**config.mk**
```make
export PLATFORM = sky130hd
export DESIGN_NAME = l2_arbiter_flat
export DESIGN_NICKNAME = d
export VERILOG_FILES = /design/src/rtl/l2_arbiter_if.sv /design/src/rtl/l2_arbiter.sv /design/src/flat_wrapper.sv
export SDC_FILE = /design/constraint.sdc
export NUM_CORES = 1
export LEC_CHECK = 0
export ABC_AREA = 1
export ABC_CLOCK_PERIOD_IN_PS = 2600
export CAP_MARGIN = 20
export CORE_AREA = 2 2 323 325
export CTS_CLUSTER_DIAMETER = 80
export DETAILED_ROUTE_END_ITERATION = 10
export DIE_AREA = 0 0 325 327
export GPL_ROUTABILITY_DRIVEN = 0
export PLACE_DENSITY = 0.33
export SLEW_MARGIN = 20
export SYNTH_ARGS = -nofsm -noshare
export SYNTH_HDL_FRONTEND = slang
export SYNTH_SLANG_ARGS = --single-unit
```
**constraint.sdc**
```tcl
create_clock -name clk -period 2.6 [get_ports clk]
set_input_delay 0.26 -clock clk [delete_from_list [all_inputs] [get_ports clk]]
set_output_delay 0.26 -clock clk [all_outputs]
set_load 0.005 [all_outputs]
```
**src/rtl/l2_arbiter_if.sv**
```systemverilog
// Bus bundle between the two L1 caches, the L2 arbiter and the shared L2 port.
// The arbiter connects through the slave modport; the environment uses master.
interface l2_arbiter_if #(
  parameter int ADDR_WIDTH = 16,
  parameter int LINE_WIDTH = 128
);
  logic                  a_read;
  logic                  a_write;
  logic [ADDR_WIDTH-1:0] a_address;
  logic [LINE_WIDTH-1:0] a_wdata;
  logic                  a_resp;
  logic [LINE_WIDTH-1:0] a_rdata;

  logic                  b_read;
  logic                  b_write;
  logic [ADDR_WIDTH-1:0] b_address;
  logic [LINE_WIDTH-1:0] b_wdata;
  logic                  b_resp;
  logic [LINE_WIDTH-1:0] b_rdata;

  logic                  l2_read;
  logic                  l2_write;
  logic [ADDR_WIDTH-1:0] l2_address;
  logic [LINE_WIDTH-1:0] l2_wdata;
  logic                  l2_resp;
  logic [LINE_WIDTH-1:0] l2_rdata;

  logic                  stall_cache2_miss;

  modport slave (
    input  a_read, a_write, a_address, a_wdata,
    input  b_read, b_write, b_address, b_wdata,
    input  l2_resp, l2_rdata,
    output a_resp, a_rdata, b_resp, b_rdata,
    output l2_read, l2_write, l2_address, l2_wdata,
    output stall_cache2_miss
  );

  modport master (
    output a_read, a_write, a_address, a_wdata,
    output b_read, b_write, b_address, b_wdata,
    output l2_resp, l2_rdata,
    input  a_resp, a_rdata, b_resp, b_rdata,
    input  l2_read, l2_write, l2_address, l2_wdata,
    input  stall_cache2_miss
  );
endinterface

```
**src/rtl/l2_arbiter.sv**
```systemverilog
// Round-robin arbiter sharing one L2 port between the I-side (A) and D-side (B) L1s.
// One miss is in flight at a time; the granted request is latched so the L2 sees stable inputs.
module l2_arbiter #(
  parameter int ADDR_WIDTH = 16,
  parameter int LINE_WIDTH = 128
) (
  input logic        clk,
  input logic        reset,
  l2_arbiter_if.slave bus
);

  typedef enum logic [1:0] {
    IDLE    = 2'd0,
    SERVE_A = 2'd1,
    SERVE_B = 2'd2
  } state_t;

  state_t state, state_nxt;
  logic   last_b, last_b_nxt;
  logic   a_req, b_req;
  logic   grant_a, grant_b;

  logic                  lat_read;
  logic                  lat_write;
  logic [ADDR_WIDTH-1:0] lat_addr;
  logic [LINE_WIDTH-1:0] lat_wdata;

  assign a_req = bus.a_read | bus.a_write;
  assign b_req = bus.b_read | bus.b_write;

  always_ff @(posedge clk) begin
    if (reset) begin
      state  <= IDLE;
      last_b <= 1'b0;
    end else begin
      state  <= state_nxt;
      last_b <= last_b_nxt;
    end
  end

  always_comb begin
    state_nxt    = state;
    last_b_nxt   = last_b;
    grant_a      = 1'b0;
    grant_b      = 1'b0;
    bus.l2_read  = 1'b0;
    bus.l2_write = 1'b0;
    bus.a_resp   = 1'b0;
    bus.b_resp   = 1'b0;
    case (state)
      IDLE: begin
        // On a tie the port that was not served last wins.
        if (a_req && b_req) begin
          grant_a = last_b;
          grant_b = ~last_b;
        end else begin
          grant_a = a_req;
          grant_b = b_req;
        end
        if (grant_a) state_nxt = SERVE_A;
        else if (grant_b) state_nxt = SERVE_B;
      end
      SERVE_A: begin
        bus.l2_read  = lat_read;
        bus.l2_write = lat_write;
        if (bus.l2_resp) begin
          bus.a_resp = 1'b1;
          last_b_nxt = 1'b0;
          state_nxt  = IDLE;
        end
      end
      SERVE_B: begin
        bus.l2_read  = lat_read;
        bus.l2_write = lat_write;
        if (bus.l2_resp) begin
          bus.b_resp = 1'b1;
          last_b_nxt = 1'b1;
          state_nxt  = IDLE;
        end
      end
      default: state_nxt = IDLE;
    endcase
  end

  // Read+write together is treated as a write-back.
  always_ff @(posedge clk) begin
    if (reset) begin
      lat_read  <= 1'b0;
      lat_write <= 1'b0;
      lat_addr  <= '0;
      lat_wdata <= '0;
    end else if (grant_a) begin
      lat_read  <= bus.a_read & ~bus.a_write;
      lat_write <= bus.a_write;
      lat_addr  <= bus.a_address;
      lat_wdata <= bus.a_wdata;
    end else if (grant_b) begin
      lat_read  <= bus.b_read & ~bus.b_write;
      lat_write <= bus.b_write;
      lat_addr  <= bus.b_address;
      lat_wdata <= bus.b_wdata;
    end
  end

  assign bus.l2_address = lat_addr;
  assign bus.l2_wdata   = lat_wdata;
  assign bus.a_rdata    = bus.l2_rdata;
  assign bus.b_rdata    = bus.l2_rdata;

  assign bus.stall_cache2_miss = b_req & ~((state == SERVE_B) & bus.l2_resp);

endmodule
```
**src/flat_wrapper.sv**
```systemverilog
// flat-port wrapper written by rule: the top's interface ports become plain ports
module l2_arbiter_flat 
#(
  parameter int ADDR_WIDTH = 16,
  parameter int LINE_WIDTH = 128
)
  (clk, reset, bus_a_read, bus_a_write, bus_a_address, bus_a_wdata, bus_b_read, bus_b_write, bus_b_address, bus_b_wdata, bus_l2_resp, bus_l2_rdata, bus_a_resp, bus_a_rdata, bus_b_resp, bus_b_rdata, bus_l2_read, bus_l2_write, bus_l2_address, bus_l2_wdata, bus_stall_cache2_miss);
  l2_arbiter_if #(.ADDR_WIDTH(ADDR_WIDTH), .LINE_WIDTH(LINE_WIDTH)) bus_i ();
  input logic clk;
  input logic reset;
  input wire logic [$bits(bus_i.a_read)-1:0] bus_a_read;
  input wire logic [$bits(bus_i.a_write)-1:0] bus_a_write;
  input wire logic [$bits(bus_i.a_address)-1:0] bus_a_address;
  input wire logic [$bits(bus_i.a_wdata)-1:0] bus_a_wdata;
  input wire logic [$bits(bus_i.b_read)-1:0] bus_b_read;
  input wire logic [$bits(bus_i.b_write)-1:0] bus_b_write;
  input wire logic [$bits(bus_i.b_address)-1:0] bus_b_address;
  input wire logic [$bits(bus_i.b_wdata)-1:0] bus_b_wdata;
  input wire logic [$bits(bus_i.l2_resp)-1:0] bus_l2_resp;
  input wire logic [$bits(bus_i.l2_rdata)-1:0] bus_l2_rdata;
  output wire logic [$bits(bus_i.a_resp)-1:0] bus_a_resp;
  output wire logic [$bits(bus_i.a_rdata)-1:0] bus_a_rdata;
  output wire logic [$bits(bus_i.b_resp)-1:0] bus_b_resp;
  output wire logic [$bits(bus_i.b_rdata)-1:0] bus_b_rdata;
  output wire logic [$bits(bus_i.l2_read)-1:0] bus_l2_read;
  output wire logic [$bits(bus_i.l2_write)-1:0] bus_l2_write;
  output wire logic [$bits(bus_i.l2_address)-1:0] bus_l2_address;
  output wire logic [$bits(bus_i.l2_wdata)-1:0] bus_l2_wdata;
  output wire logic [$bits(bus_i.stall_cache2_miss)-1:0] bus_stall_cache2_miss;
  assign bus_i.a_read = bus_a_read;
  assign bus_i.a_write = bus_a_write;
  assign bus_i.a_address = bus_a_address;
  assign bus_i.a_wdata = bus_a_wdata;
  assign bus_i.b_read = bus_b_read;
  assign bus_i.b_write = bus_b_write;
  assign bus_i.b_address = bus_b_address;
  assign bus_i.b_wdata = bus_b_wdata;
  assign bus_i.l2_resp = bus_l2_resp;
  assign bus_i.l2_rdata = bus_l2_rdata;
  assign bus_a_resp = bus_i.a_resp;
  assign bus_a_rdata = bus_i.a_rdata;
  assign bus_b_resp = bus_i.b_resp;
  assign bus_b_rdata = bus_i.b_rdata;
  assign bus_l2_read = bus_i.l2_read;
  assign bus_l2_write = bus_i.l2_write;
  assign bus_l2_address = bus_i.l2_address;
  assign bus_l2_wdata = bus_i.l2_wdata;
  assign bus_stall_cache2_miss = bus_i.stall_cache2_miss;
  l2_arbiter #(.ADDR_WIDTH(ADDR_WIDTH), .LINE_WIDTH(LINE_WIDTH)) u_core (.clk(clk), .reset(reset), .bus(bus_i));
endmodule
```
## Word level (Yosys, flattened, before mapping)

Index checks and enable logic that the tools add are counted.

| operators by class | value |
|---|---|
| bitwise gates (word level) | 10 |
| mux-type cells | 26 |
| reductions and logical operators | 7 |
| equality and inequality tests | 6 |

Operators with widths:

| kind | number |
|---|---|
| $mux 128 | 2 |
| $mux 16 | 2 |
| $mux 1 | 17 |
| $mux 2 | 3 |
| $and 1x1->1 | 4 |
| $ne 2x2->1 const B | 2 |
| $not 1->1 | 4 |
| $pmux 2 s2 | 1 |
| $reduce_bool 2->1 | 2 |
| $ne 3x1->1 const B | 1 |
| $reduce_and 3->1 | 1 |
| $eq 2x1->1 const B | 1 |
| $eq 2x2->1 const B | 1 |
| $logic_not 2->1 | 1 |
| $ne 2x1->1 const B | 1 |
| $or 1x1->1 | 2 |
| $pmux 1 s2 | 1 |
| $reduce_and 2->1 | 1 |
| $reduce_or 2->1 | 1 |
| $logic_and 1x1->1 | 1 |

| word-level totals | value |
|---|---|
| register bits after elaboration | 149 |

## Depth between registers and ports, before layout

| depth | value |
|---|---|
| depth in word-level cells | 7 |
| gate-level depth with buffers | 9 |
| depth with buffers taken out | 8 |

## Worst setup path after synthesis

No wires, ideal clock.

| timing | value |
|---|---|
| path kind | reg2reg |
| start | reg u_core.state[0] |
| end | reg u_core.lat_write |
| path buffers | 2 |
| setup time | 0.109 ns |
| required time | 2.491 ns |
| stages on the path, launching flop included | 10 |
| clock period less this slack | 1.400 ns |
| slack | 1.200 ns |
| data arrival time | 1.292 ns |
| cells stage by stage | dfxtp_1 -> inv_1 -> ha_1 -> inv_1 -> a21oi_4 -> buf_4 -> buf_4 -> nand3_1 -> nand2_1 -> inv_1 |

| on the way | value |
|---|---|
| word-level cells in the longest chain between the ends | 3 |

RTL lines:

| element | RTL line | text |
|---|---|---|
| from (decl) | l2_arbiter.sv:18 | `state_t state, state_nxt;` |
| from (signal assigned) | l2_arbiter.sv:36 | `state <= state_nxt;` |
| $logic_not 2->1 * | l2_arbiter.sv:50 | `case (state)` |
| $mux 1 | l2_arbiter.sv:50 |  |
| $mux 1 or $reduce_bool 2->1 (tied branches) | -- |  |
| to (signal assigned) | l2_arbiter.sv:94 | `lat_write <= bus.a_write;` |
| to (signal assigned) | l2_arbiter.sv:99 | `lat_write <= bus.b_write;` |
| to (decl) | l2_arbiter.sv:24 | `logic lat_write;` |

Mark *: on every way between the ends. The rest lies on a longest branch, timed or not.
A chain may end at the register's enable or synchronous reset.

## Worst setup path after layout

| timing | value |
|---|---|
| start | reg u_core.state[1] |
| end | out bus_l2_write |

| on the way | value |
|---|---|
| word-level cells in the longest chain between the ends | 3 |

RTL lines:

| element | RTL line | text |
|---|---|---|
| $eq 2x1->1 or $eq 2x2->1 (tied branches) | l2_arbiter.sv:50 |  |
| $reduce_or 2->1 (no source line) * | -- |  |
| $mux 1 * | l2_arbiter.sv:50 |  |
| to (decl) | flat_wrapper.sv:26 | `output wire logic [$bits(bus_i.l2_write)-1:0] bus_l2_write;` |

Marked as above.

==> out/qor.yml <==
worstPathArrival_ns: 2.07
vias: 9127
ctsLongestPathBuffers: 2
synth_area_leaders: "dfxtp_1, buf_4, nand2_1, inv_1, a21oi_1"
drt_iter0_markers: 255
area_growth_pct: 50.1
avgViaCountPerCell: 2.94
seq_area_frac_synth: 0.306
syn_inst: 1546
die_h_um: 327
grt-ovfl-total: 0
ys_seq_elements: 149
cts_hold_buf: 0
hold_ws_ns: 0.386
post-place-ws_ns: 0.370
place_inst: 3071
cts-root-buf: "clkbuf_16"
fin_crit_sh: 0.898
cts_tree: "built"
rows: 118
max_slew_margin: 0.721
status: "finished clean"
synth_area_per_cell_um2: 6.31
slew_viol_final: 0
finalCriticalPeriod_ns: 2.33
setup_slack_ns: 0.265
drc_errors: 0
worst_pin_slew_ns: 0.419
vdd_drop_max_uv: 385
required_ns: 2.34
syn-cell-area_um2: 9750
rr_endpoint: "u_core.bus.l2_wdata[88]"
synth_top_area_cell: "dfxtp_1"
path_max_fanout: 3
timing.critical_path.buf_inv: 3
wl_per_cell_um: 14.7
grt.total_usage: 0.0853
fillers: 12000
die_x_um: 325
grt_pass1_wl_mm: 64.8
critPathLaunch: "u_core.state[1]"
drt_first_pass_iters: 4
cts_buffers: 17
hold_viol: 0
holdCritStartpoint: "bus_b_wdata[15]"
reg2reg_from: "u_core.state[0]"
slowest_delay_ns: 0.59
hpwl_mm: 35.7
setup_violations: 0
start_util: 0.0947
io_pins: 828
max-cap-violations: 0
synth_nets: 1972
skew_ns: 0.0198
cts_setup_buffers: 0
min-delay-path-class: "primary input to flop"
cts_sinks: 149
r2r_cells: 8
rrSetupSlack_ns: 0.64
rsz0062_at_grt: "false"
fmax_mhz: 428
cp_top_family: "buffers and inverters"
synth_top_area_share: 0.306
path_class: "flop to output pin"
power.density_nw_per_um2: 706
worstSetupStartpointType: "flop"
drtAntennaViolNets: 0
antenna_found_initial: 10
clk_pin_slew_worst_paths_ns: 0.08
ys_types: 20
nNetsFinal: 2136
core-area_um2: 103000
ys_warn_count: 0
finalNonFillerCells: 3103
grt_max_degree: 76
first_global_vias: 9222
cp_cell_sequence: "inv_1 > ha_1 > nand2_1 > inv_1 > clkdlybuf4s50_1"
holdPathStages: 5
insertion_delay_ns: 0.50
critPathSlowestCell: "clkdlybuf4s50_1"
buffer_ports.inserted: 443
layout-drive-gt1-share: 0.0430
cp-end-kind: "output pin"
h-tree-depth: 4
fin_setup_tns_ns: 0
totalWireLength_mm: 45.6
path_depth: 5
power.leakage_uw: 0.00683
crit_top_cell: "inv_1"
min_to: "u_core.bus.l2_wdata[15]"
cts_resized: 0
dieArea_um2: 106000
==> worst min-delay path: stages <==
cell and delay (ns):
clkdlybuf4s50_1 0.39, inv_1 0.05, nand2_1 0.04, nand2_1 0.05
a21oi_1 0.05
==> layer usage <==
layer	vias up	track usage	wire [um]
met2	498	0.124	19000
met3	131	0.0536	5760
met4	24	0.0428	1730
met1	3805	0.0958	18900
li1	4669	-	-
met5	-	0.00887	246
==> cell type report <==
type	count	area, um^2	area share
antenna	1	2.50	0.000171
multi-input combinational	760	3310	0.227
clock buffer	21	460	0.0315
timing repair buffer	479	4900	0.335
sequential	149	2980	0.204
tap	1380	1730	0.118
clock inverter	10	98.8	0.00676
inverter	303	1140	0.0781
==> worst max-delay path by stage <==
| stage | end |
|---|---|
| global route | bus_stall_cache2_miss |
| detailed placement | u_core.bus.l2_address[5] |
| CTS | bus_l2_write |
| finish | bus_l2_write |
| global placement | u_core.bus.l2_address[3] |
| floorplan | u_core.lat_write |
==> registers in the layout (all words and copies together), names as in the netlist <==
| register | flops |
|---|---|
| u_core.bus.l2_address | 16 |
| u_core.bus.l2_wdata | 128 |
| u_core.last_b | 1 |
| u_core.lat_read | 1 |
| u_core.lat_write | 1 |
| u_core.state | 2 |
==> Yosys cell counts (all sizes together) <==
library cell  number
nor2              10
ha                 3
dfxtp            149
o21ai            145
nand2            447
a21oi            148
nand3              5
buf              319
clkbuf            15
inv              302
clkinv             1
nand4              2
==> per-stage QoR <==
step	cell area (um^2)	util	total power (uW)
floorplan	9750	-	5370
global placement	14100	0.137	8010
detailed placement	14100	0.137	7960
CTS	14600	0.142	10800
global route	14600	0.142	11200
finish	14600	0.142	10300
==> cell families (layout without fill, tap and decap cells) <==
family / Yosys count / after routing / share of synthesized area
buf+inv: 637 / 813 / 0.355
simple gates: 464 / 464 / 0.183
compound gates: 293 / 293 / 0.152
flops: 149 / 149 / 0.306
fa+ha+maj: 3 / 3 / 0.00385
other cells: 0 / 1 / 0
==> placed cells by master, fill, tap and decap left out <==
| master | count |
|---|---|
| a21oi_1 | 147 |
| a21oi_4 | 1 |
| buf_12 | 16 |
| buf_4 | 20 |
| bufinv_16 | 1 |
| clkbuf_1 | 2 |
| clkbuf_16 | 17 |
| clkbuf_8 | 2 |
| clkdlybuf4s50_1 | 443 |
| clkinv_2 | 1 |
| clkinv_4 | 1 |
| clkinvlp_4 | 5 |
| dfxtp_1 | 149 |
| diode_2 | 1 |
| ha_1 | 3 |
| inv_1 | 301 |
| inv_2 | 1 |
| inv_6 | 3 |
| nand2_1 | 447 |
| nand3_1 | 4 |
| nand3_4 | 1 |
| nand4_1 | 2 |
| nor2_1 | 6 |
| nor2_4 | 4 |
| o21ai_0 | 98 |
| o21ai_1 | 46 |
| o21ai_2 | 1 |
==> where the power goes <==
part / internal [uW] / leakage (uW) / switching [uW]
clock network: 1360 / 0.000258 / 1220
logic: 2260 / 0.00533 / 2170
registers: 2950 / 0.00124 / 376
total: 6570 / 0.00683 / 3770
Note: power is estimated with default switching activity, not from simulation.
